$ cat src/rtl/garage_light_ctrl.sv
// Garage stop indicator: debounces the sensor zone code and sequences the
// Green/Yellow/Red lamps plus a flashing Stop lamp. Define GARAGE_PARK_TIMEOUT_EN
// to add the timeout from STOP into the dark PARKED state.
module garage_light_ctrl #(
  parameter int unsigned DEBOUNCE_CYCLES = 4,
  parameter int unsigned FLASH_HALF      = 8,
  parameter int unsigned PARK_CYCLES     = 64
) (
  input  logic       clk_i,
  input  logic       rst_i,
  input  logic [1:0] C_i,
  output logic       Green_o,
  output logic       Yellow_o,
  output logic       Red_o,
  output logic       Stop_o,
  output logic       Parked_o
);

  localparam int unsigned DEB_W   = (DEBOUNCE_CYCLES > 1) ? $clog2(DEBOUNCE_CYCLES) : 1;
  localparam int unsigned FLASH_W = (FLASH_HALF > 1) ? $clog2(FLASH_HALF) : 1;

  localparam logic [DEB_W-1:0]   DEB_LAST   = DEB_W'(DEBOUNCE_CYCLES - 1);
  localparam logic [FLASH_W-1:0] FLASH_LAST = FLASH_W'(FLASH_HALF - 1);

`ifdef GARAGE_PARK_TIMEOUT_EN
  localparam int unsigned        PARK_W    = (PARK_CYCLES > 1) ? $clog2(PARK_CYCLES) : 1;
  localparam logic [PARK_W-1:0]  PARK_LAST = PARK_W'(PARK_CYCLES - 1);
`endif

  // Parameter sanity check at elaboration time.
  if (DEBOUNCE_CYCLES < 1 || FLASH_HALF < 1 || PARK_CYCLES < 1) begin : g_param_check
    $error("garage_light_ctrl: DEBOUNCE_CYCLES, FLASH_HALF and PARK_CYCLES must be >= 1");
  end

  typedef enum logic [2:0] {
    S_FAR    = 3'd0,
    S_NEAR   = 3'd1,
    S_CLOSE  = 3'd2,
    S_STOP   = 3'd3,
    S_PARKED = 3'd4
  } state_t;

  // Zone code represented by each state; PARKED shares the STOP code.
  function automatic logic [1:0] zone_of(input state_t s);
    logic [1:0] z;
    case (s)
      S_NEAR:           z = 2'b01;
      S_CLOSE:          z = 2'b10;
      S_STOP, S_PARKED: z = 2'b11;
      default:          z = 2'b00;
    endcase
    return z;
  endfunction

  function automatic state_t state_of(input logic [1:0] z);
    state_t s;
    case (z)
      2'b00:   s = S_FAR;
      2'b01:   s = S_NEAR;
      2'b10:   s = S_CLOSE;
      default: s = S_STOP;
    endcase
    return s;
  endfunction

  logic [1:0]         c_q;
  logic [1:0]         cand_q, cand_d;
  logic [DEB_W-1:0]   deb_cnt_q, deb_cnt_d;
  logic               qualify_c;
  state_t             state_q, state_d;
  logic [FLASH_W-1:0] flash_cnt_q, flash_cnt_d;
  logic               phase_q, phase_d;
`ifdef GARAGE_PARK_TIMEOUT_EN
  logic [PARK_W-1:0]  park_cnt_q, park_cnt_d;
`endif

  // Register bank: sampler, debouncer, FSM state, flash/park counters, lamps.
  always_ff @(posedge clk_i) begin
    if (rst_i) begin
      c_q         <= 2'b00;
      cand_q      <= 2'b00;
      deb_cnt_q   <= '0;
      state_q     <= S_FAR;
      flash_cnt_q <= '0;
      phase_q     <= 1'b0;
      Green_o     <= 1'b1;
      Yellow_o    <= 1'b0;
      Red_o       <= 1'b0;
      Stop_o      <= 1'b0;
`ifdef GARAGE_PARK_TIMEOUT_EN
      park_cnt_q  <= '0;
      Parked_o    <= 1'b0;
`endif
    end else begin
      c_q         <= C_i;
      cand_q      <= cand_d;
      deb_cnt_q   <= deb_cnt_d;
      state_q     <= state_d;
      flash_cnt_q <= flash_cnt_d;
      phase_q     <= phase_d;
      Green_o     <= (state_d == S_FAR);
      Yellow_o    <= (state_d == S_NEAR);
      Red_o       <= (state_d == S_CLOSE) || (state_d == S_STOP);
      Stop_o      <= (state_d == S_STOP) && phase_d;
`ifdef GARAGE_PARK_TIMEOUT_EN
      park_cnt_q  <= park_cnt_d;
      Parked_o    <= (state_d == S_PARKED);
`endif
    end
  end

`ifndef GARAGE_PARK_TIMEOUT_EN
  assign Parked_o = 1'b0;
`endif

  // Debounce, zone FSM next state, and STOP flash/park counters.
  always_comb begin
    cand_d      = cand_q;
    deb_cnt_d   = deb_cnt_q;
    qualify_c   = 1'b0;
    state_d     = state_q;
    flash_cnt_d = '0;
    phase_d     = 1'b0;
`ifdef GARAGE_PARK_TIMEOUT_EN
    park_cnt_d  = '0;
`endif

    if (c_q != cand_q) begin
      cand_d    = c_q;
      deb_cnt_d = '0;
    end else if (deb_cnt_q == DEB_LAST) begin
      qualify_c = 1'b1;
    end else begin
      deb_cnt_d = deb_cnt_q + DEB_W'(1);
    end

    // A qualified zone change takes priority over the park timeout.
    if (qualify_c && (cand_q != zone_of(state_q))) begin
      state_d = state_of(cand_q);
    end
`ifdef GARAGE_PARK_TIMEOUT_EN
    else if ((state_q == S_STOP) && (park_cnt_q == PARK_LAST)) begin
      state_d = S_PARKED;
    end
`endif

    if (state_d == S_STOP) begin
      if (state_q != S_STOP) begin
        phase_d = 1'b1;
      end else begin
        if (flash_cnt_q == FLASH_LAST) begin
          flash_cnt_d = '0;
          phase_d     = ~phase_q;
        end else begin
          flash_cnt_d = flash_cnt_q + FLASH_W'(1);
          phase_d     = phase_q;
        end
`ifdef GARAGE_PARK_TIMEOUT_EN
        park_cnt_d = park_cnt_q + PARK_W'(1);
`endif
      end
    end
  end

endmodule

$ cat config.mk
export PLATFORM = sky130hd
export DESIGN_NAME = garage_light_ctrl
export DESIGN_NICKNAME = d
export VERILOG_FILES = /design/src/rtl/garage_light_ctrl.sv
export SDC_FILE = /design/constraint.sdc
export NUM_CORES = 1
export LEC_CHECK = 0
export ABC_AREA = 1
export CELL_PAD_IN_SITES_DETAIL_PLACEMENT = 1
export CELL_PAD_IN_SITES_GLOBAL_PLACEMENT = 1
export CORE_UTILIZATION = 40
export CTS_CLUSTER_DIAMETER = 120
export DETAILED_ROUTE_END_ITERATION = 10
export PLACE_DENSITY = 0.78
export SYNTH_ARGS = -nofsm -noshare
export SYNTH_HDL_FRONTEND = slang
export SYNTH_SLANG_ARGS = --single-unit
$ cat constraint.sdc
create_clock -name clk_i -period 3.75 [get_ports clk_i]
set_input_delay 0.5625 -clock clk_i [delete_from_list [all_inputs] [get_ports clk_i]]
set_output_delay 0.5625 -clock clk_i [all_outputs]
set_load 0.01 [all_outputs]
==> results of run 1 <==
==> where the power goes <==
part / leakage, nW / switching (mW) / internal [mW]
Clock: 0.0210 / 0.0523 / 0.0591
Combinational: 0.262 / 0.0104 / 0.00798
Sequential: 0.130 / 0.00256 / 0.174
==> metal layers <==
layer / global-route usage [%] / vias up
li1: - / 287
met1: 22.7 / 251
met2: 28.5 / 10
met3: 3.75 / 5
met4: 10.9 / 0
met5: 0 / -
==> layout make-up <==
type | instances | share of cell area (%)
clock buffers | 4 | 4.40
inverters | 16 | 7.28
multi-input cells | 57 | 38.5
flip-flops and latches | 16 | 38.8
well taps | 16 | 2.43
repair buffers | 7 | 8.50
==> stage by stage <==
step           worst slack, ns  instances
6_report                  2.03        116
3_3_place_gp              2.07        112
3_5_place_dp              1.97        112
2_1_floorplan             2.48         90
5_1_grt                   1.99        116
4_1_cts                   2.01        116
==> cells in the mapped netlist <==
master | count | area (µm²)
inv_2 | 3 | 11.3
nand4_1 | 1 | 6.26
nor2_1 | 13 | 48.8
inv_1 | 12 | 45.0
nand2_2 | 5 | 31.3
ha_1 | 3 | 37.5
conb_1 | 1 | 3.75
xor2_1 | 2 | 17.5
a21oi_1 | 1 | 5.00
nor2_4 | 2 | 22.5
dfxtp_1 | 16 | 320
buf_4 | 1 | 7.51
nand3_2 | 2 | 20.0
o21ai_1 | 1 | 5.00
o21ai_2 | 1 | 8.76
nand3_1 | 4 | 20.0
or2_1 | 1 | 6.26
nor2_2 | 1 | 6.26
nand2_4 | 1 | 11.3
nand2_1 | 18 | 67.6
clkinv_1 | 1 | 3.75
==> cells by family after synthesis <==
| group | synth area share, % |
|---|---|
| adders and majority gates | 5.32 |
| DFF | 45.4 |
| buffers and inverters | 9.57 |
| xor gates and xnor gates | 2.48 |
| AOI/OAI and AO/OA | 2.66 |
| and+or+nand+nor | 34.0 |
| other | 0.531 |
==> flip-flops by register name (all words and copies together) (netlist names) <==
register and count:
Stop_o 1, c_q 2, Yellow_o 1, state_q 3
cand_q 2, deb_cnt_q 2, Green_o 1, flash_cnt_q 3
Red_o 1
==> path summary, 6_finish.rpt <==
path / endpoint / depth (start not counted) / startpoint / slack, ns
worst max-delay path: Stop_o / 1 / Stop_o / 2.03
worst min-delay path: flash_cnt_q[0] / 1 / flash_cnt_q[0] / 0.43
worst max register to register: flash_cnt_q[1] / 12 / state_q[2] / 2.18
worst min register to register: flash_cnt_q[0] / 1 / flash_cnt_q[0] / 0.43
==> impl_metrics.yaml, run 1 <==
synth:
  ys_seq_elements: 16
  syn_area_per_cell_um2: 7.84
  synth_nets: 97
  syn_inst: 90
  synth_warnings: 0
  ys_types: 21
  syn_area_um2: 706
  synth-seq-area-share_pct: 45.4
status:
  outcome: "completed"
sta:
  hold_viol: 0
  skew_ns: 0.00811
  fin_crit_ns: 1.72
  fmax_ghz: 0.580
  setup_violations: 0
  slew_viol_final: 0
  rsz0062_at_grt: "false"
  post-route-period-util_pct: 45.9
  fin_tns_setup_ns: 0
  holdWs_ns: 0.432
clocking:
  clk_path_buf_depth: 2
  cts_tree: "yes"
  htreeDepth: 1
  holdBufCountCts: 0
  clk_latency_ns: 0.29
  numCtsBuffers: 3
  cts_sinks: 16
  post_cts_resized: 0
  cts_setup_buffers: 0
  clockRootBuffer: "clkbuf_4"
  clk_pin_slew_worst_paths_ns: 0.08
global_routing:
  antenna_found_initial: 0
  grt_pass1_wl_um: 2420
  grt_max_degree: 10
  overflow: 0
  track_usage_pct: 18.2
  grt_pass1_vias: 569
setup_path:
  cp_max_fo: 2
  cp_slowest_stage_delay_ns: 0.54
  cp.required_ns: 3.19
  crit_chain: "clkdlybuf4s50_1"
  cp-end-kind: "primary output"
  critPathTopFamily: "buffers and inverters"
  crit_buf_inv: 1
  arrival_ns: 1.16
  path_class: "reg -> out"
  startpoint_type: "flip-flop"
  cpMaxStageDelayCell: "clkdlybuf4s50_1"
drt:
  num_vias: 553
  via_per_inst: 4.77
  ant_nets: 0
  drtIter0Drc: 7
  wl_met3_um: 49
  wl_met2_um: 657
  wl_per_cell_um: 12.4
  drc: 0
  finalWirelength_um: 1430
  drtPass1Iterations: 6
  route.top_layer_used: "met4"
  drt-met1-wl_um: 682
cells_and_area:
  area_growth_syn_to_layout_pct: 16.8
  multi_input_area_um2: 318
  fillers: 192
  diodes: 0
  layout_common_cells: "nand2_1 (18), dfxtp_1 (16), nor2_1 (13), inv_1 (12), clkdlybuf4s50_1 (7)"
  final_core_util_pct: 52.3
  drive_gt1_share_pct: 19.0
  stdcell_area_um2: 825
  final_net_count: 108
  final_common_cell: "nand2_1"
  regArea_um2: 320
power_and_ir_drop:
  power_uw: 306
  peakVddDrop_mv: 0.326
  powerDensity_nw_per_um2: 371
  power.leakage_nw: 0.413
floorplanning:
  start_util_pct: 44.8
  num_rows: 14
  die_w_um: 44
  die_h_um: 44
  core_um2: 1580
  die_area_um2: 1940
  io_pins: 9
place:
  dp_hpwl_um: 1020
  port_buffers: 7
  place_congestion: 0.747
  dpl_cell_area_um2: 788
min_path:
  hold_class: "reg -> reg"
flow_run:
  max_cap_viol_count: 0
Power figures use the tool's default switching activity.
==> run 2: changes to the inputs <==
Settings changed: CORE_ASPECT_RATIO from default to 0.7, CORE_UTILIZATION 40 to 38, PLACE_DENSITY 0.78 to 0.75.
Clock period 3.75 ns to 1.75 ns, I/O delays scaled along.
==> run 2 against run 1 <==
  * Cell count is 4.3% higher
  * Total power grew 120%
  * Global-route usage shrank 2.0 points
  * First-iteration DRC count shrank 14%
  * Critical path type is now reg -> reg
==> impl_metrics.yaml, run 2 (synthesized netlist as in run 1, its figures left out) <==
setup_path:
  cp_max_fo: 3
  startpoint: "state_q[2]"
  cp.required_ns: 1.98
  cp_slowest_stage_delay_ns: 0.43
  r2r_end: "flash_cnt_q[2]"
  path_class: "reg -> reg"
  r2r_start: "state_q[2]"
  reg2regPathDepth: 12
  startpoint_type: "flip-flop"
  cp-end-kind: "flip-flop"
  arrival_ns: 1.72
  cpMostUsedCell: "nand2_1"
  crit_chain: "inv_2 > nand2_1 > nand2_1 > nand2_1 > nand2_1 > inv_1 > nand2_2 > nand3_1 > nand3_2 > nor2_4 > nand3_2 > nor2_1"
  cp-endpoint: "flash_cnt_q[2]"
  cpMaxStageDelayCell: "dfxtp_1"
  rrSetupSlack_ns: 0.26
global_routing:
  antenna_found_initial: 0
  track_usage_pct: 16.2
  grt_max_degree: 10
  grt_pass1_vias: 494
  grt_pass1_wl_um: 2100
  overflow: 0
drt:
  drtIter0Drc: 6
  drtPass1Iterations: 4
  num_vias: 557
  route.top_layer_used: "met4"
  wl_met3_um: 58
  via_per_inst: 4.60
  wl_met2_um: 527
  ant_nets: 0
  drt-met1-wl_um: 705
  drc: 0
  wl_per_cell_um: 10.8
  finalWirelength_um: 1310
power_and_ir_drop:
  power.leakage_nw: 0.413
  powerDensity_nw_per_um2: 793
  peakVddDrop_mv: 0.476
sta:
  skew_ns: 0.00325
  setup_slack_ns: 0.258
  setup_violations: 0
  fin_crit_ns: 1.49
  fin_tns_setup_ns: 0
  post-route-period-util_pct: 85.3
  fmax_ghz: 0.670
  rsz0062_at_grt: "false"
  slew_viol_final: 0
  hold_viol: 0
floorplanning:
  num_rows: 12
  die_h_um: 38.1
  die_w_um: 53.5
  io_pins: 9
  core_um2: 1670
  die_area_um2: 2040
  start_util_pct: 42.3
place:
  dpl_cell_area_um2: 795
  dp_hpwl_um: 1070
  port_buffers: 7
  place_congestion: 0.723
  place_ws_ns: 0.235
cells_and_area:
  final_net_count: 108
  largest_registers: "flash_cnt_q x3, state_q x3"
  drive_gt1_share_pct: 19.0
  area_growth_syn_to_layout_pct: 17.7
  stdcell_area_um2: 831
  diodes: 0
  final_core_util_pct: 49.8
  final_common_cell: "nand2_1"
  layout_common_cells: "nand2_1 (18), dfxtp_1 (16), nor2_1 (13), inv_1 (12), clkdlybuf4s50_1 (7)"
clocking:
  numCtsBuffers: 3
  clk_pin_slew_worst_paths_ns: 0.09
  holdBufCountCts: 0
  clockRootBuffer: "clkbuf_4"
  post_cts_resized: 0
  htreeDepth: 1
  cts_setup_buffers: 0
  clk_latency_ns: 0.29
  cts_tree: "yes"
  cts_sinks: 16
  clk_path_buf_depth: 2
flow_run:
  max_cap_viol_count: 0
status:
  outcome: "completed"
min_path:
  hold_class: "reg -> reg"
## run 2: cell counts in the layout (fill, tap and decap cells not counted)
Identical to the previous run, type by type.
## run 2: metal layers
layer | vias to the layer above | GRT usage [%]
met5 | - | 0
met4 | 0 | 7.89
met3 | 4 | 7.14
met2 | 10 | 22.2
met1 | 253 | 21.3
li1 | 290 | -
## run 2: power breakdown
part | internal, mW | switching, mW
Clock | 0.127 | 0.115
Combinational | 0.0172 | 0.0224
Sequential | 0.372 | 0.00520
Total | 0.516 | 0.143
## run 2: stage by stage
stage	hold slack, ns	total power, mW	std cells
2_1_floorplan	0.334	0.412	90
3_3_place_gp	0.415	0.424	117
3_5_place_dp	0.429	0.426	117
4_1_cts	0.444	0.670	121
5_1_grt	0.466	0.687	121
6_report	0.437	0.659	121
## run 2: worst min path at each step
stage	slack (ns)	endpoint	start	cells after the start
3_5_place_dp	0.43	flash_cnt_q[0]	flash_cnt_q[0]	1
6_report	0.44	flash_cnt_q[0]	flash_cnt_q[0]	1
5_1_grt	0.47	flash_cnt_q[0]	flash_cnt_q[0]	1
2_1_floorplan	0.33	c_q[0]	rst_i	1
4_1_cts	0.44	flash_cnt_q[0]	flash_cnt_q[0]	1
3_3_place_gp	0.41	flash_cnt_q[0]	flash_cnt_q[0]	1
## run 2: cell type report
type / instances / area [µm²]
inverter: 16 / 60.1
sequential: 16 / 320
tap: 21 / 26.3
fill: 218 / 836
multi-input combinational: 57 / 318
timing repair buffer: 7 / 70.1
clock buffer: 4 / 36.3
## run 2: critical path: cells and delay by family, from the launching register on
| kind | cells | cell delay, ns |
|---|---|---|
| flip-flops | 1 | 0.43 |
| buffers and inverters | 2 | 0.14 |
| AND/OR/NAND/NOR | 10 | 0.86 |
